===== config.mk =====
export PLATFORM = sky130hd
export DESIGN_NAME = lane_buffer_fifo
export DESIGN_NICKNAME = d
export VERILOG_FILES = /design/src/rtl/lane_buffer_fifo.sv
export SDC_FILE = /design/constraint.sdc
export NUM_CORES = 1
export LEC_CHECK = 0
export BUFFER_PORTS_ARGS = -buffer_cell sky130_fd_sc_hd__buf_2
export CAP_MARGIN = 15
export CELL_PAD_IN_SITES_DETAIL_PLACEMENT = 0
export CELL_PAD_IN_SITES_GLOBAL_PLACEMENT = 1
export CORE_MARGIN = 2
export CORE_UTILIZATION = 50
export CTS_BUF_LIST = sky130_fd_sc_hd__clkbuf_8
export DETAILED_ROUTE_END_ITERATION = 10
export PLACE_DENSITY = 0.8
export SYNTH_ARGS = -nofsm -noshare
export SYNTH_HDL_FRONTEND = slang
export SYNTH_SLANG_ARGS = --single-unit

===== constraint.sdc =====
create_clock -name Clk -period 9.15 [get_ports Clk]
set_clock_uncertainty 0.1 [all_clocks]
set_input_delay 0.4575 -clock Clk [delete_from_list [all_inputs] [get_ports Clk]]
set_output_delay 0.4575 -clock Clk [all_outputs]
set_load 0.01 [all_outputs]

===== src/rtl/lane_buffer_fifo.sv =====
//==============================================================================
// Module      : lane_buffer_fifo
// Description : First-word-fall-through FIFO of DEPTH entries, each entry
//               LANES words of WIDTH bits (lane 0 in the LSBs). Push is gated
//               by stall and full; pop is gated by valid. Exposes occupancy,
//               full and non-empty flags to both neighbouring stages.
//               Optional sticky overflow/underflow error flags are built only
//               when the macro LANE_FIFO_ERR_EN is defined.
// Revision    : 1.0 - initial release
//==============================================================================
`default_nettype none

module lane_buffer_fifo #(
    parameter int WIDTH = 32,
    parameter int LANES = 2,
    parameter int DEPTH = 4
) (
    input  logic                         Clk,
    input  logic                         Reset,
    input  logic                         write,
    input  logic                         stall,
    input  logic [LANES*WIDTH-1:0]       in_data,
    input  logic                         read,
    output logic [LANES*WIDTH-1:0]       out_data,
    output logic                         valid,
    output logic                         full,
    output logic [$clog2(DEPTH+1)-1:0]   count,
    output logic                         err_overflow,
    output logic                         err_underflow
);

    localparam int c_DATA_W = LANES * WIDTH;
    localparam int c_ADDR_W = $clog2(DEPTH);
    localparam int c_CNT_W  = $clog2(DEPTH + 1);
    localparam logic [c_CNT_W-1:0]  c_CNT_FULL = c_CNT_W'(DEPTH);
    localparam logic [c_CNT_W-1:0]  c_CNT_ONE  = c_CNT_W'(1);
    localparam logic [c_ADDR_W-1:0] c_PTR_ONE  = c_ADDR_W'(1);

    // Entry storage is deliberately left unreset; valid masks stale contents.
    logic [c_DATA_W-1:0] r_mem [DEPTH];
    logic [c_ADDR_W-1:0] r_wr_ptr;
    logic [c_ADDR_W-1:0] r_rd_ptr;
    logic [c_CNT_W-1:0]  r_count;

    logic w_valid;
    logic w_full;
    logic w_push_ok;
    logic w_pop_ok;

    assign w_valid   = (r_count != '0);
    assign w_full    = (r_count == c_CNT_FULL);
    // A pop in the same cycle frees a slot, so a full FIFO can still accept.
    assign w_pop_ok  = read & w_valid;
    assign w_push_ok = write & ~stall & (~w_full | w_pop_ok);

    assign valid    = w_valid;
    assign full     = w_full;
    assign count    = r_count;
    assign out_data = w_valid ? r_mem[r_rd_ptr] : '0;

    // Write accepted entries into storage at the write pointer.
    always_ff @(posedge Clk) begin
        if (w_push_ok) begin
            r_mem[r_wr_ptr] <= in_data;
        end
    end

    // Pointer and occupancy bookkeeping; pointers wrap since DEPTH is a power of two.
    always_ff @(posedge Clk) begin
        if (Reset) begin
            r_wr_ptr <= '0;
            r_rd_ptr <= '0;
            r_count  <= '0;
        end else begin
            if (w_push_ok) begin
                r_wr_ptr <= r_wr_ptr + c_PTR_ONE;
            end
            if (w_pop_ok) begin
                r_rd_ptr <= r_rd_ptr + c_PTR_ONE;
            end
            case ({w_push_ok, w_pop_ok})
                2'b10:   r_count <= r_count + c_CNT_ONE;
                2'b01:   r_count <= r_count - c_CNT_ONE;
                default: r_count <= r_count;
            endcase
        end
    end

`ifdef LANE_FIFO_ERR_EN
    logic r_err_ovf;
    logic r_err_udf;

    // Sticky error capture: dropped push while full, or pop request while empty.
    always_ff @(posedge Clk) begin
        if (Reset) begin
            r_err_ovf <= 1'b0;
            r_err_udf <= 1'b0;
        end else begin
            if (write & ~stall & w_full & ~w_pop_ok) begin
                r_err_ovf <= 1'b1;
            end
            if (read & ~w_valid) begin
                r_err_udf <= 1'b1;
            end
        end
    end

    assign err_overflow  = r_err_ovf;
    assign err_underflow = r_err_udf;
`else
    assign err_overflow  = 1'b0;
    assign err_underflow = 1'b0;
`endif

endmodule

`default_nettype wire


After elaboration in Yosys (flattened, before gate mapping)
Memory sizes are Yosys's and may differ from the RTL's. A register that Yosys moved wholly into a read port is not among the register bits.
Index checks and enable logic that the tools add are counted.

word-level totals
  register bits = 7
  bits in latches = 0
  bits in writable memories = 256
  bits in read-only memories = 0
  bits of input ports = 69
  output and inout bits = 71
  logic and storage cells = 25
  memories kept = 1

memory list
  name   words  width  read ports  clocked after Yosys merged registers in  wr ports  RTL line  text
  r_mem  4      64     1           1                                        1         40        logic [c_DATA_W-1:0] r_mem [DEPTH];

operators by class
  $add $sub $neg = 4
  multipliers = 0
  div/mod/pow operators = 0
  order comparisons = 0
  eq/ne operators = 3
  shifts and indexed selects = 0
  muxes and demuxes = 6
  bitwise gates (word level) = 6
  reductions and logical operators = 2

operator list
  operator                                                                number
  64-bit 2-to-1 mux                                                       1
  3-bit case mux with 2 select lines                                      1
  2-bit by 1-bit adder with 2-bit output (second input constant)          2
  2-bit 2-to-1 mux                                                        2
  3-bit by 1-bit adder with 3-bit output (second input constant)          1
  1-bit bitwise AND                                                       3
  3-bit equality test (second input constant)                             1
  3-bit nonzero test                                                      1
  3-bit by 1-bit subtractor with 3-bit output (second input constant)     1
  2-bit by 1-bit equality test with 1-bit output (second input constant)  1
  2-bit equality test (second input constant)                             1
  1-bit 2-to-1 mux                                                        2
  1-bit NOT                                                               2
  2-bit nonzero test                                                      1
  1-bit OR                                                                1

Longest topological paths before layout
  word-level depth = 6
  gate-level depth with buffers = 7
  depth with buffers taken out = 6

Worst setup path after synthesis
No wires, ideal clock.

  path kind = input port to flip-flop
  start point = in stall
  end point = mem r_mem[0][0] (netlist bit), enable pin
  setup time = 0.429 ns
  arrival = 2.558 ns
  data required time = 8.621 ns
  setup slack = 6.063 ns
  stages on the path = 4
  buffers on the path = 1
  path through = nand2b_1 -> buf_2 -> a31oi_2 -> and2_1

on the way
  cells in the longest elaborated chain, start to end = 5

ends and longest elaborated chain
  what                                    RTL line  text
  start: declaration                      21        input logic stall,
  1-bit NOT                               54        assign w_push_ok = write & ~stall & (~w_full | w_pop_ok);
  1-bit bitwise AND (2 in a row)          54
  1-bit 2-to-1 mux                        63        if (w_push_ok) begin
  1-bit 2-to-1 mux (implied by the code)  64        r_mem[r_wr_ptr] <= in_data;
  end: declaration                        40

No other way between the ends.

==> metrics.csv <==
stage,metric,value,unit
setup_path,type of the worst setup path,reg -> out,
power,VDD IR max,99.8,µV
global_routing,grt ovf,0,
synthesis,Mapped Area,10300,µm²
timing,fmax,289,MHz
cts,Post-CTS Hold Buffers,0,
setup_path,"slowest stage cell, crit path",dfxtp_4,
cts,CTS tree,built,
synthesis,syn avg cell area,21.9,µm²
cts,Post-CTS Setup Bufs,0,
finish,P&R area growth vs syn,15.1,%
power,PD cells,209,nW/µm²
synthesis,most instantiated cells after synthesis,"edfxtp_1 (256), and2_1 (69), mux4_2 (60)",
die,total die area,21700,µm²
timing,Setup-failing EPs final,0,
synthesis,commonest register cell after synthesis,edfxtp_1,
die,die width,147,µm
setup_path,CP startpoint kind,flop,
power,leak pwr,4.13,nW
timing,Max Slew Vio Count,0,
synthesis,Unique masters post-synth,33,
synthesis,"flops & latches, synth",265,
global_routing,first-pass GRT wire length,28.7,mm
cts,cts bufs inserted,41,
detailed_routing,metal3 WL,994,µm
min_path,Hold WC Path Type,in -> reg,
detailed_routing,drt first pass iters,4,
placed_design,hpwl dp,10.3,mm
die,row count,52,
die,Chip Height,147,µm
detailed_routing,WL met2,9.61,mm
die,core area,20200,µm²
setup_path,Crit Reg-Reg Startpoint,count[2]$_SDFFE_PP0P_,
timing,setup TNS,0,ps
die,Top Ports,140,
finish,layout cells sized above 1,0.390,
finish,# fillers,1508,
die,initial core utilization,0.508,
finish,fin nets,699,
cts,CTS root buf,clkbuf_8,
run,max_cap viols,0,
finish,n_diodes,0,
cts,Worst-path clk slew,60,ps
detailed_routing,DR vias,4887,
cts,clock sink total,265,
finish,Final Core Density,0.585,
detailed_routing,DRT met1 WL,7.44,mm
global_routing,gr usage total,0.174,
setup_path,Worst Path Max Fanout,33,
setup_path,max incr delay on CP,770,ps
timing,final-report hold violation count,0,
timing,max_slew headroom,0.339,
detailed_routing,Via density,5.27,
synthesis,Ys Warns,0,
setup_path,"Cell Chain, Critical Path",buf_4 -> mux4_1 -> and2_1 -> buf_2,
timing,RSZ-0062 raised after global routing,no,
placed_design,# port buffers,137,
synthesis,"area leader, netlist",edfxtp_1,
synthesis,"EDFF count, synth",256,
timing,actual slew at the worst max-slew pin,991,ps
synthesis,ys async rst share,0,
min_path,Hold Path Depth,1,
cts,CTS max path bufs,3,
timing,Final Cycle Share,0.379,
detailed_routing,DRC viols,0,
global_routing,number of global-route vias before repair,5318,
global_routing,initial antenna violation count,1,
cts,clk_lat worst skew,520,ps
cts,post-CTS sizing,0,
cts,H-tree levels,2,
setup_path,Crit. End Element,output pin,
detailed_routing,Highest Signal Layer,met4,
synthesis,Synth Instances,469,
status,status,completed,
global_routing,largest net degree at the start of global routing,69,
detailed_routing,Routed WL,18.4,mm
synthesis,share of the synthesized area in the top cell type,0.747,
detailed_routing,remaining antenna violation count after routing,0,
synthesis,Area contributors post-synth,"edfxtp_1 (75%), mux4_2 (13%), and2_1 (4.2%)",
detailed_routing,Routed WL per cell,19.9,µm
placed_design,Placer Congestion,0.690,
setup_path,Reg2Reg Depth,6,
setup_path,crit path DAT,2910,ps
detailed_routing,initial drt markers,204,
timing,min cycle time layout,3460,ps
min_path,worst hold start,in_data[51],
setup_path,WP data required,8590,ps
synthesis,cell with the most instances after synthesis,edfxtp_1,
synthesis,register area share after synthesis,0.765,
==> worst max-delay path, delay by kind of cell (launching register included) <==
| kind | cells | cell delay, ps |
|---|---|---|
| multiplexers | 1 | 630 |
| buffers and inverters | 2 | 800 |
| flip-flops | 1 | 770 |
| AND/OR/NAND/NOR | 1 | 170 |
==> logic make-up (layout without fill, tap and decap cells) <==
kind of cell	after synthesis	in the layout	share of synthesized area
other	1	2	0.000365
buffers and inverters	31	218	0.0235
adders and majority gates	5	5	0.00681
xor gates and xnor gates	4	4	0.00341
muxes	67	67	0.145
DFF	265	265	0.765
and+or+nand+nor	89	89	0.0515
AOI/OAI and AO/OA	7	7	0.00487
==> cell type report <==
type / count / area, µm² / share of cell area
Timing Repair Buffer: 138 / 693 / 0.0586
Inverter: 5 / 18.8 / 0.00159
Multi-Input combinational cell: 174 / 2190 / 0.185
Clock inverter: 32 / 130 / 0.0110
Clock buffer: 43 / 592 / 0.0500
Sequential cell: 265 / 7880 / 0.665
Tap cell: 270 / 338 / 0.0285
==> routing by layer <==
metal,up-vias,global-route usage
met4,0,0.0563
met5,-,0
met1,2517,0.215
met3,36,0.0420
met2,133,0.305
li1,2201,-
==> cells in the final DEF (no fill, tap or decap), drive strengths merged <==
cell type  count
edfxtp       256
clkinvlp       1
a21oi          2
mux2           1
mux4          64
a211o          1
fa             1
clkinv        16
conb           2
xor2           3
mux2i          2
nor2           9
o21ai          1
and2          69
nand4b         1
xnor2          1
buf          138
or3            2
ha             4
a31oi          2
a21o           1
nand3          4
clkbuf        43
dfxtp          9
nand2          3
nand2b         1
inv           20
==> final timing paths <==
path | to | slack [ps]
worst max register to register | count[2]$_SDFFE_PP0P_ | 6490
worst min-delay path | r_mem[2][51]$_DFFE_PP_ | 50
worst min register to register | r_rd_ptr[0]$_SDFFE_PP0P_ | 440
worst max-delay path | out_data[0] | 5690
==> sequential cells by signal (all words and copies together), names as in the netlist, named ones only <==
name,count
r_mem,256
count,3
r_wr_ptr,2
r_rd_ptr,2
==> report_power, final <==
| part | leakage (nW) | switching [W] | internal [W] |
|---|---|---|---|
| sequential | 2.40 | 0.0000210 | 0.00136 |
| clock | 0.426 | 0.000416 | 0.000435 |
| combinational | 1.31 | 0.000120 | 0.000114 |
==> metrics by stage <==
stage	power, W	instance area (µm²)	setup WS [ps]	cells	hold WS [ps]
2_1_floorplan	0.00157	10300	6060	470	385
3_3_place_gp	0.00164	11100	6120	852	400
3_5_place_dp	0.00165	11100	6100	852	427
4_1_cts	0.00250	11800	5540	927	12.3
5_1_grt	0.00257	11800	5410	927	18.7
6_report	0.00247	11800	5690	927	46.6
Note: power is estimated with default switching activity, not from simulation.
